[src/rtl/cc_syscfg_ctrl.sv]
// rtl/cc_syscfg_ctrl.sv - APB system-configuration block: per-core boot address and soft-reset sequencing
module cc_syscfg_ctrl #(
  parameter int              CC_NUM          = 2,
  parameter int              APB_ADDR_WIDTH  = 12,
  parameter int              RST_HOLD_CYCLES = 16,
  parameter logic [31:0]     BOOT_RESET_VAL  = 32'h8000_0000,
  parameter logic [CC_NUM-1:0] RST_INIT_HOLD = '0
) (
  input  logic                      clk_i,
  input  logic                      rst_ni,
  input  logic [APB_ADDR_WIDTH-1:0] paddr_i,
  input  logic [31:0]               pwdata_i,
  input  logic                      pwrite_i,
  input  logic                      psel_i,
  input  logic                      penable_i,
  output logic [31:0]               prdata_o,
  output logic                      pready_o,
  output logic                      pslverr_o,
  output logic [CC_NUM*32-1:0]      cc_boot_o,
  output logic [CC_NUM-1:0]         cc_rst_no
);

  typedef enum logic [1:0] {
    ST_RUN   = 2'd0,
    ST_PULSE = 2'd1,
    ST_HELD  = 2'd2
  } state_e;

  // Core 0 must always come out of power-on reset running.
  localparam logic [CC_NUM-1:0] INIT_HOLD  = RST_INIT_HOLD & ~CC_NUM'(1);
  localparam logic [7:0]        PULSE_LOAD = 8'(RST_HOLD_CYCLES - 1);
  localparam logic [7:0]        CC_NUM_B   = 8'(CC_NUM);

  logic       w_access;
  logic [3:0] w_core;
  logic [1:0] w_reg;
  logic       w_core_space;
  logic       w_info;
  logic       w_core_ok;
  logic       w_err_cond;
  logic       w_wr_ok;
  logic       w_wr_boot;
  logic       w_wr_ctrl;
  logic       w_unused;
  logic [31:0] w_rdata;

  logic [31:0] w_boot   [CC_NUM];
  logic        w_hold   [CC_NUM];
  logic [15:0] w_status [CC_NUM];

  assign w_access     = psel_i & penable_i;
  assign w_core       = paddr_i[7:4];
  assign w_reg        = paddr_i[3:2];
  assign w_core_space = (paddr_i[APB_ADDR_WIDTH-1:8] == '0);
  assign w_info       = ({paddr_i[APB_ADDR_WIDTH-1:2], 2'b00} == APB_ADDR_WIDTH'(256));
  assign w_core_ok    = ({1'b0, w_core} < 5'(CC_NUM));
  assign w_unused     = ^paddr_i[1:0];

  assign w_err_cond = w_info ? pwrite_i
                             : (~w_core_space | ~w_core_ok | (w_reg == 2'd3) |
                                ((w_reg == 2'd2) & pwrite_i));

  assign w_wr_ok   = w_access & pwrite_i & ~w_err_cond & w_core_space;
  assign w_wr_boot = w_wr_ok & (w_reg == 2'd0);
  assign w_wr_ctrl = w_wr_ok & (w_reg == 2'd1);

  assign pready_o  = 1'b1;
  assign pslverr_o = w_access & w_err_cond;
  assign prdata_o  = w_rdata;

  always_comb begin
    w_rdata = '0;
    if (w_access && !pwrite_i && !w_err_cond) begin
      if (w_info) begin
        w_rdata = {16'h5C01, 8'd0, CC_NUM_B};
      end else begin
        for (int n = 0; n < CC_NUM; n++) begin
          if (w_core == 4'(n)) begin
            case (w_reg)
              2'd0:    w_rdata = w_boot[n];
              2'd1:    w_rdata = {30'd0, w_hold[n], 1'b0};
              2'd2:    w_rdata = {16'd0, w_status[n]};
              default: w_rdata = '0;
            endcase
          end
        end
      end
    end
  end

  for (genvar g = 0; g < CC_NUM; g++) begin : g_core
    logic        w_sel;
    logic        w_ctrl_wr;
    logic        w_req;
    logic        w_hold_set;
    state_e      r_state;
    logic [7:0]  r_cnt;
    logic [7:0]  r_rcnt;
    logic        r_rst_n;
    logic        r_hold;
    logic [31:0] r_boot;
    logic [31:0] r_boot_o;

    assign w_sel      = (w_core == 4'(g));
    assign w_ctrl_wr  = w_wr_ctrl & w_sel;
    assign w_req      = w_ctrl_wr & pwdata_i[0];
    assign w_hold_set = w_ctrl_wr & pwdata_i[1];

    always_ff @(posedge clk_i or negedge rst_ni) begin
      if (!rst_ni) begin
        r_boot <= BOOT_RESET_VAL;
        r_hold <= INIT_HOLD[g];
      end else begin
        if (w_wr_boot && w_sel) r_boot <= pwdata_i;
        if (w_ctrl_wr)          r_hold <= pwdata_i[1];
      end
    end

    // r_rst_n tracks the next state so the core reset is glitch-free and registered.
    always_ff @(posedge clk_i or negedge rst_ni) begin
      if (!rst_ni) begin
        r_state  <= INIT_HOLD[g] ? ST_HELD : ST_RUN;
        r_cnt    <= '0;
        r_rcnt   <= '0;
        r_rst_n  <= ~INIT_HOLD[g];
        r_boot_o <= BOOT_RESET_VAL;
      end else begin
        case (r_state)
          ST_RUN: begin
            if (w_req || w_hold_set) begin
              r_state <= ST_PULSE;
              r_cnt   <= PULSE_LOAD;
              r_rst_n <= 1'b0;
              if (r_rcnt != 8'hFF) r_rcnt <= r_rcnt + 8'd1;
            end
          end
          ST_PULSE: begin
            if (w_req) begin
              r_cnt <= PULSE_LOAD;
            end else if (r_cnt != 8'd0) begin
              r_cnt <= r_cnt - 8'd1;
            end else if (r_hold) begin
              r_state <= ST_HELD;
            end else begin
              r_state  <= ST_RUN;
              r_rst_n  <= 1'b1;
              r_boot_o <= r_boot;
            end
          end
          ST_HELD: begin
            if (!r_hold) begin
              r_state  <= ST_RUN;
              r_rst_n  <= 1'b1;
              r_boot_o <= r_boot;
            end
          end
          default: begin
            r_state <= ST_HELD;
            r_rst_n <= 1'b0;
          end
        endcase
      end
    end

    assign w_boot[g]            = r_boot;
    assign w_hold[g]            = r_hold;
    assign w_status[g]          = {r_rcnt, 5'd0, r_state, ~r_rst_n};
    assign cc_boot_o[32*g +: 32] = r_boot_o;
    assign cc_rst_no[g]          = r_rst_n;
  end

endmodule

[config.mk]
export PLATFORM = sky130hd
export DESIGN_NAME = cc_syscfg_ctrl
export DESIGN_NICKNAME = d
export VERILOG_FILES = /design/src/rtl/cc_syscfg_ctrl.sv
export SDC_FILE = /design/constraint.sdc
export NUM_CORES = 1
export LEC_CHECK = 0
export BUFFER_PORTS_ARGS = -buffer_cell sky130_fd_sc_hd__buf_2
export CAP_MARGIN = 20
export CORE_UTILIZATION = 50
export DETAILED_ROUTE_END_ITERATION = 8
export GPL_TIMING_DRIVEN = 1
export HOLD_SLACK_MARGIN = 0.06
export PLACE_DENSITY_LB_ADDON = 0.12
export SLEW_MARGIN = 20
export SYNTH_ARGS = -nofsm -noshare
export SYNTH_HDL_FRONTEND = slang
export SYNTH_SLANG_ARGS = --single-unit
[constraint.sdc]
create_clock -name clk_i -period 3.4 [get_ports clk_i]
set_input_delay 0.17 -clock clk_i [delete_from_list [all_inputs] [get_ports clk_i]]
set_output_delay 0.17 -clock clk_i [all_outputs]
set_load 0.02 [all_outputs]
==> impl_metrics.toml, run 1 <==
[place]
post_dp_cell_area_mm2 = 0.009081
io_buffers = 145
place.gp.congestion = 0.8298
place_hpwl_um = 13420
pre_cts_slack_ns = 0.6962

[synth]
ys_types = 67
ys_warn_count = 0
ys_async_sr_fraction_pct = 100.0
synth-edff-count = 0
avgSynthCellArea_um2 = 12.70
synth_flop_cell = "dfrtp_1"
synth_top_area_share_pct = 49.78
yosys.area.top_type = "dfrtp_1"
synth-seq-cells = 168
synth.area.top_cells = "dfrtp_1 50%, mux2_2 14%, mux2_4 5.5%"
seq_area_frac_synth_pct = 51.72
syn_area_mm2 = 0.008143
synth_nets = 704
netlist_instances = 641

[sta]
max_slew_margin_pct = 37.42
slew_violations = 0
fin_tns_setup_ns = 0
finalSetupViolations = 0
rsz0062_at_grt = "false"
hold_viol = 0
clock_skew_ns = 0.01240
fmax_ghz = 0.3630
tightest_slew_ns = 0.9388
final.period_utilization_pct = 81.02
worst_slack_ns = 0.6454
period_minus_slack_ns = 2.755

[die]
die_area_mm2 = 0.01680
rows = 46
core_mm2 = 0.01589
dieWidth_um = 129.6
start_util_pct = 51.26
io_pins = 149
die_y_um = 129.6

[layout]
seq_area_mm2 = 0.004212
fin_area_mm2 = 0.009992
layout.cells.most_common = "dfrtp_1"
fillers = 1251
multi_input_area_mm2 = 0.003686
n_antenna_cell = 0
final_cell_mix = "162 x dfrtp_1, 144 x buf_2, 101 x mux2_2"
area_delta_synth_final_pct = 22.71
drive_gt1_share_pct = 40.53
layout.nets = 884

[clock_tree]
cts_tree = "yes"
post_cts_buffers = 0
cts-buffers-inserted = 17
clock_path_buffers = 2
cts_max_level = 4
ctsHoldBuffers = 31
cts.sinks = 168
clk_latency_ns = 0.43
post_cts_resize_count = 0
root_buffer = "clkbuf_16"
path_clk_slew_ns = 0.06

[route]
route.detailed.drc = 0
drt-initial-drc-count = 254
first_pass_iters = 4
vias = 5786
wirelength_um = 19710
ant_nets = 0
wire_per_inst_um = 18.77
viasPerCell = 5.510

[setup_path]
reg2reg_depth = 6
cpMaxStageDelayCell = "or4_1"
cp-start-kind = "primary input"
crit_fanout = 16
r2r_start = "g_core[1].r_cnt[2]$_DFFE_PN0P_"
end_kind = "output port"
endpoint = "prdata_o[17]"
timing.critical_path.mode_cell = "buf_2"
crit_start = "paddr_i[9]"
critPathArrivalTime_ns = 2.58
worstPathRequired_ns = 3.23
worstPathCellList = "buf_2, nor3_1, buf_4, nand3_1, or3_1, or4_1, nor2_1, buf_2"
r2r_end = "g_core[1].r_boot_o[12]$_DFFE_PN0P_"
slowest_delay_ns = 0.84
r2r_setup_slack_ns = 0.81
crit_type = "in -> out"

[outcome]
run_status = "finished, final reports clean"

[global_route]
overflow = 0
grt_usage_pct = 25.05
grt_max_degree = 101
grt_first_pass_wirelength_um = 31770
antenna_found_initial = 0
grt_pass1_vias = 6116

[power_and_ir_drop]
p_leak_uw = 0.005162
power_density_mw_per_mm2 = 578.2
irDropWorstVdd_v = 0.0004322

[hold_path]
hold_class = "in -> reg"

[flow_run]
drv_cap = 0
[per-layer routing]
layer | vias up | routed length [µm] | global-route usage [%]
li1 | 2690 | - | -
met1 | 2917 | 8701 | 32.68
met2 | 149 | 9597 | 40.61
met3 | 30 | 1011 | 5.945
met4 | 0 | 397 | 9.508
met5 | - | 0 | 0
[registers in the layout (all words and copies together) (netlist names)]
signal           count
g_core.r_boot       64
g_core.r_cnt        16
g_core.r_rcnt       16
g_core.r_state       4
g_core.r_boot_o     64
g_core.r_rst_n       2
g_core.r_hold        2
[cell type report]
| cell class | instances | area share (%) |
|---|---|---|
| tap | 216 | 2.705 |
| timing repair buffer | 190 | 11.61 |
| clock buffer | 18 | 4.295 |
| inverter | 17 | 0.6386 |
| clock inverter | 14 | 1.715 |
| multi-input combinational | 427 | 36.89 |
| sequential | 168 | 42.15 |
[cells in the mapped netlist (all sizes together) (11+ instances only)]
cell type  count
o21ai         14
nor2          45
mux2i         42
dfrtp        162
mux2         134
ha            14
or3           11
clkbuf        11
o22a          12
buf           18
inv           17
nand3         12
nand2         25
nor3          15
[worst max-delay path, delay by kind of cell]
kind / cells / cell delay, ns
buffers and inverters: 3 / 0.48
and+or+nand+nor: 5 / 1.91
[worst min-delay path by stage]
stage	start	end	slack, ns	depth (start not counted)
after floorplan	rst_ni	g_core[0].r_boot[0]$_DFFE_PN0P_	-0.13	0
after global placement	rst_ni	g_core[0].r_cnt[3]$_DFFE_PN0P_	0.32	1
after detailed placement	rst_ni	g_core[0].r_cnt[4]$_DFFE_PN0P_	0.34	1
after CTS	pwdata_i[1]	g_core[1].r_hold$_DFFE_PN0N_	0.09	2
after global routing	pwdata_i[1]	g_core[0].r_boot[1]$_DFFE_PN0P_	0.10	2
final	pwdata_i[1]	g_core[0].r_boot[1]$_DFFE_PN0P_	0.11	2
[logic make-up after synthesis]
logic type               count (synthesis)  synth area share (%)
AO/OA/AOI/OAI                           72                 6.607
XOR/XNOR                                14                 1.506
adder cells (fa/ha/maj)                 14                 2.151
buffers and inverters                   46                 3.073
flip-flops                             168                 51.72
multiplexers                           176                 25.08
other                                    1               0.04605
AND/OR/NAND/NOR                        150                 9.819
[through the flow]
stage | instances | total power, µW | hold slack, ns | util, %
detailed placement | 987 | 3821 | 0.3438 | 57.17
finish | 1050 | 5777 | 0.1094 | 62.90
global route | 1050 | 6040 | 0.1043 | 62.90
floorplan | 641 | 3440 | -0.1256 | -
CTS | 1050 | 5838 | 0.08581 | 62.90
global placement | 987 | 3769 | 0.3241 | 57.17
[where the power goes]
group,internal (µW),total [µW],switching (µW)
clock network,1160,1970,811
registers,2090,2180,91.6
logic,669,1630,957
total,3920,5780,1860
No activity file was read; power rests on OpenSTA's default activity.
==> run 2, diff against run 1 <==
Clock period 3.4 ns to 2.4 ns, I/O delays scaled along.
==> impl_metrics.toml, run 2 (synthesis gave the netlist of run 1 again) <==
[place]
io_buffers = 145
place.gp.congestion = 0.8372
place_hpwl_um = 13620
pre_cts_slack_ns = 0.1378

[layout]
layout.nets = 895
layout.cells.most_common = "dfrtp_1"
final_cell_mix = "162 x dfrtp_1, 144 x buf_2, 101 x mux2_2"
drive_gt1_share_pct = 41.42
largestRegisters = "g_core.r_boot (64), g_core.r_boot_o (64)"
fillers = 1297
n_antenna_cell = 0
area_delta_synth_final_pct = 24.17

[setup_path]
crit_fanout = 15
cpMaxStageDelayCell = "dfrtp_1"
r2r_setup_slack_ns = 0.17
crit_type = "reg -> reg"
path_delay_family = "simple AND/OR/NAND/NOR gates"
r2r_start = "g_core[1].r_cnt[2]$_DFFE_PN0P_"
worstPathRequired_ns = 2.71
worstPathCellList = "or3_1, nor4_2, a21bo_4, nand3_4, buf_12, mux2_4"
reg2reg_depth = 6
critPathArrivalTime_ns = 2.53
slowest_delay_ns = 0.43
crit_start = "g_core[1].r_cnt[2]$_DFFE_PN0P_"
end_kind = "flip-flop"
cp-start-kind = "flip-flop"
r2r_end = "g_core[1].r_boot_o[18]$_DFFE_PN0P_"
critPathBufInv = 1

[sta]
period_minus_slack_ns = 2.226
final.period_utilization_pct = 92.73
clock_skew_ns = 0.009294
finalSetupViolations = 0
fmax_ghz = 0.4493
hold_viol = 0
worst_slack_ns = 0.1744
tightest_slew_ns = 0.6903
max_slew_margin_pct = 53.98
fin_tns_setup_ns = 0
slew_violations = 0
rsz0062_at_grt = "false"

[global_route]
grt_first_pass_wirelength_um = 32150
grt_max_degree = 71
antenna_found_initial = 0
grt_usage_pct = 25.47
overflow = 0
grt_pass1_vias = 6101

[die]
dieWidth_um = 129.6
io_pins = 149
die_area_mm2 = 0.01680
rows = 46
start_util_pct = 51.26
die_y_um = 129.6
core_mm2 = 0.01589

[power_and_ir_drop]
comb_power_share_pct = 30.1
pwr-share-seq_pct = 37.5
irDropWorstVdd_v = 0.0008960
p_int_uw = 5444
clkPwrFrac_pct = 32.4
p_switching_uw = 2790
power_density_mw_per_mm2 = 814.4
switching_share_pct = 33.88
p_leak_uw = 0.005222

[route]
wirelength_um = 20100
first_pass_iters = 5
drt-initial-drc-count = 361
vias = 5883
ant_nets = 0
route.detailed.drc = 0
wire_per_inst_um = 18.94
viasPerCell = 5.545

[clock_tree]
cts_max_level = 4
cts-buffers-inserted = 17
post_cts_buffers = 0
clk_latency_ns = 0.43
path_clk_slew_ns = 0.07
root_buffer = "clkbuf_16"
clock_path_buffers = 2
cts.sinks = 168
cts_tree = "yes"

[hold_path]
hold_start = "pwdata_i[0]"
min_delay_path_depth = 2
hold_class = "in -> reg"
worstHoldEndpoint = "g_core[0].r_boot[0]$_DFFE_PN0P_"

[flow_run]
drv_cap = 0

[outcome]
run_status = "finished, final reports clean"
## run 2: layout make-up
type                       instances  area, µm²  share of cell area, %
inverter                          17      63.81                 0.6311
clock inverter                    14      127.6                  1.262
sequential                       168       4212                  41.65
timing repair buffer             201       1308                  12.93
clock buffer                      18      439.2                  4.344
multi-input combinational        427       3691                  36.51
tap                              216      270.3                  2.673
## run 2: per-layer routing
layer	wire length, µm	global-route usage, %
met1	8797	32.44
met2	10020	43.10
met3	966	6.276
met4	314	7.319
met5	0	0
## run 2: through the flow
step | instance area, µm² | std cells | utilization (%) | hold WS (ns) | total power, µW
floorplan | 8143 | 641 | - | -0.1756 | 4873
global placement | 9219 | 997 | 58.03 | 0.1898 | 5489
detailed placement | 9219 | 997 | 58.03 | 0.1952 | 5556
CTS | 10110 | 1061 | 63.62 | 0.08290 | 8271
global route | 10110 | 1061 | 63.65 | 0.1083 | 8606
finish | 10110 | 1061 | 63.65 | 0.1054 | 8235
## run 2: worst max-delay path by stage
stage | to | slack, ns | cells after the start
floorplan | prdata_o[17] | 0.25 | 7
finish | g_core[1].r_boot_o[18]$_DFFE_PN0P_ | 0.17 | 6
detailed placement | g_core[1].r_cnt[0]$_DFFE_PN0P_ | 0.14 | 6
global route | g_core[0].r_boot_o[7]$_DFFE_PN0P_ | 0.01 | 6
CTS | g_core[1].r_cnt[5]$_DFFE_PN0P_ | 0.13 | 6
global placement | g_core[1].r_boot_o[16]$_DFFE_PN0P_ | 0.17 | 7
## run 2: repair_timing
action                                  CTS  global route
hold endpoints to repair                127             0
hold buffers                             32             0
resized for setup                         0             2
endpoints found under the setup margin    0            39
## run 2: power groups by stage
stage | logic (µW) | clock network (µW) | registers (µW)
global route | 2670 | 2840 | 3100
global placement | 2360 | 0 | 3130
detailed placement | 2420 | 0 | 3140
floorplan | 1780 | 0 | 3090
CTS | 2470 | 2720 | 3080
finish | 2480 | 2670 | 3090
==> run 3, diff against run 2 <==
Settings changed: RECOVER_POWER set to 25.
==> impl_metrics.toml, run 3 (synthesis gave the netlist of run 1 again) <==
[outcome]
run_status = "finished with violations"
violations = "capacitance limit, slew limit"

[sta]
clock_skew_ns = 0.009618
finalSetupViolations = 0
tightest_slew_ns = 1.840
worst_slack_ns = 0.1936
period_minus_slack_ns = 2.206
fmax_ghz = 0.4532
final.period_utilization_pct = 91.93
rsz0062_at_grt = "false"
slew_violations = 71
max_slew_margin_pct = -22.64
hold_viol = 0
fin_tns_setup_ns = 0

[layout]
fillers = 1310
final_cell_mix = "162 x dfrtp_1, 126 x buf_2, 101 x mux2_2"
fin_area_mm2 = 0.01006
layout.cells.most_common = "dfrtp_1"
largestRegisters = "g_core.r_boot (64), g_core.r_boot_o (64)"
final_core_util_pct = 63.33
drive_gt1_share_pct = 39.17
n_antenna_cell = 0
area_delta_synth_final_pct = 23.56
layout.nets = 895

[die]
rows = 46
start_util_pct = 51.26
die_y_um = 129.6
io_pins = 149
dieWidth_um = 129.6
die_area_mm2 = 0.01680
core_mm2 = 0.01589

[setup_path]
path_delay_family = "simple AND/OR/NAND/NOR gates"
critPathArrivalTime_ns = 2.51
worstPathCellList = "or3_1, nor4_2, a21bo_4, nand3_4, buf_12, mux2_4"
worstPathRequired_ns = 2.71
cp-start-kind = "flip-flop"
cpMaxStageDelayCell = "dfrtp_1"
slowest_delay_ns = 0.43
end_kind = "flip-flop"
crit_fanout = 15
critPathBufInv = 1
crit_start = "g_core[1].r_cnt[2]$_DFFE_PN0P_"
crit_type = "reg -> reg"
r2r_start = "g_core[1].r_cnt[2]$_DFFE_PN0P_"

[global_route]
antenna_found_initial = 0
overflow = 0
grt_usage_pct = 25.47
grt_first_pass_wirelength_um = 32150
grt_max_degree = 71
grt_pass1_vias = 6101

[route]
ant_nets = 0
wire_per_inst_um = 18.96
viasPerCell = 5.542
drt-initial-drc-count = 305
vias = 5880
wirelength_um = 20120
route.detailed.drc = 0
first_pass_iters = 5

[power_and_ir_drop]
power_density_mw_per_mm2 = 819.0
p_leak_uw = 0.005130
irDropWorstVdd_v = 0.0008956

[hold_path]
hold_start = "pwdata_i[0]"
hold_class = "in -> reg"

[place]
place.gp.congestion = 0.8372
place_hpwl_um = 13620
io_buffers = 145
pre_cts_slack_ns = 0.1378
post_dp_cell_area_mm2 = 0.009219

[flow_run]
drv_cap = 1

[clock_tree]
post_cts_buffers = 0
path_clk_slew_ns = 0.07
cts.sinks = 168
cts_tree = "yes"
cts_max_level = 4
cts-buffers-inserted = 17
clock_path_buffers = 2
clk_latency_ns = 0.43
root_buffer = "clkbuf_16"
[run 3: cell types whose count changed in the layout (fill, tap and decap cells not counted), sizes merged]
cell,delta
clkbuf,+20
buf,-20
[run 3: stage by stage]
step / power, µW / cells / hold WS [ns]
6_report: 8240 / 1061 / 0.1087
5_1_grt: 8600 / 1061 / 0.1083
4_1_cts: 8271 / 1061 / 0.08290
3_5_place_dp: 5556 / 997 / 0.1952
3_3_place_gp: 5489 / 997 / 0.1898
2_1_floorplan: 4873 / 641 / -0.1756
[run 3: layer usage]
layer  share of wire [%]  global-route usage, %  wire (µm)
met2                  50                  43.10      10020
met1                  44                  32.44       8837
met4                 1.6                  7.319        317
met5                   0                      0          0
met3                 4.7                  6.276        941
[run 3: path summary, 6_finish.rpt]
check | endpoint | slack, ns | cells after the start
worst max-delay path | g_core[1].r_boot_o[18]$_DFFE_PN0P_ | 0.19 | 6
worst min-delay path | g_core[0].r_boot[0]$_DFFE_PN0P_ | 0.11 | 2
worst max register to register | g_core[1].r_boot_o[18]$_DFFE_PN0P_ | 0.19 | 6
worst min register to register | g_core[0].r_boot_o[7]$_DFFE_PN0P_ | 0.50 | 1
max in group asynchronous | g_core[1].r_boot[31]$_DFFE_PN1P_ | 0.37 | 3
min in group asynchronous | g_core[0].r_cnt[4]$_DFFE_PN0P_ | 0.73 | 2
[run 3: power breakdown]
group	internal (µW)	switching [µW]	leakage [µW]	total, µW
clock network	1400	1270	0.000280	2670
registers	2950	133	0.00228	3090
logic	1080	1400	0.00256	2480
[run 3: worst reg2reg max path, delay by kind of cell (launching register included)]
family          cells  cell delay (ns)
buf+inv             1             0.20
mux                 1             0.31
compound gates      1             0.24
simple gates        3             0.93
flops               1             0.43
[run 3: layout make-up]
cell class	instances	area (µm²)	area share, %
Tap cell	216	270.3	2.686
Clock inverter	14	127.6	1.268
Sequential cell	168	4212	41.86
Clock buffer	18	439.2	4.365
Inverter	17	63.81	0.6342
Timing Repair Buffer	201	1257	12.50
Multi-Input combinational cell	427	3691	36.69
[run 3: what timing repair did]
action	4_1_cts	5_1_grt
resized for setup	0	2
endpoints found under the hold margin	127	0
hold buffers	32	0
setup endpoints to repair	0	39
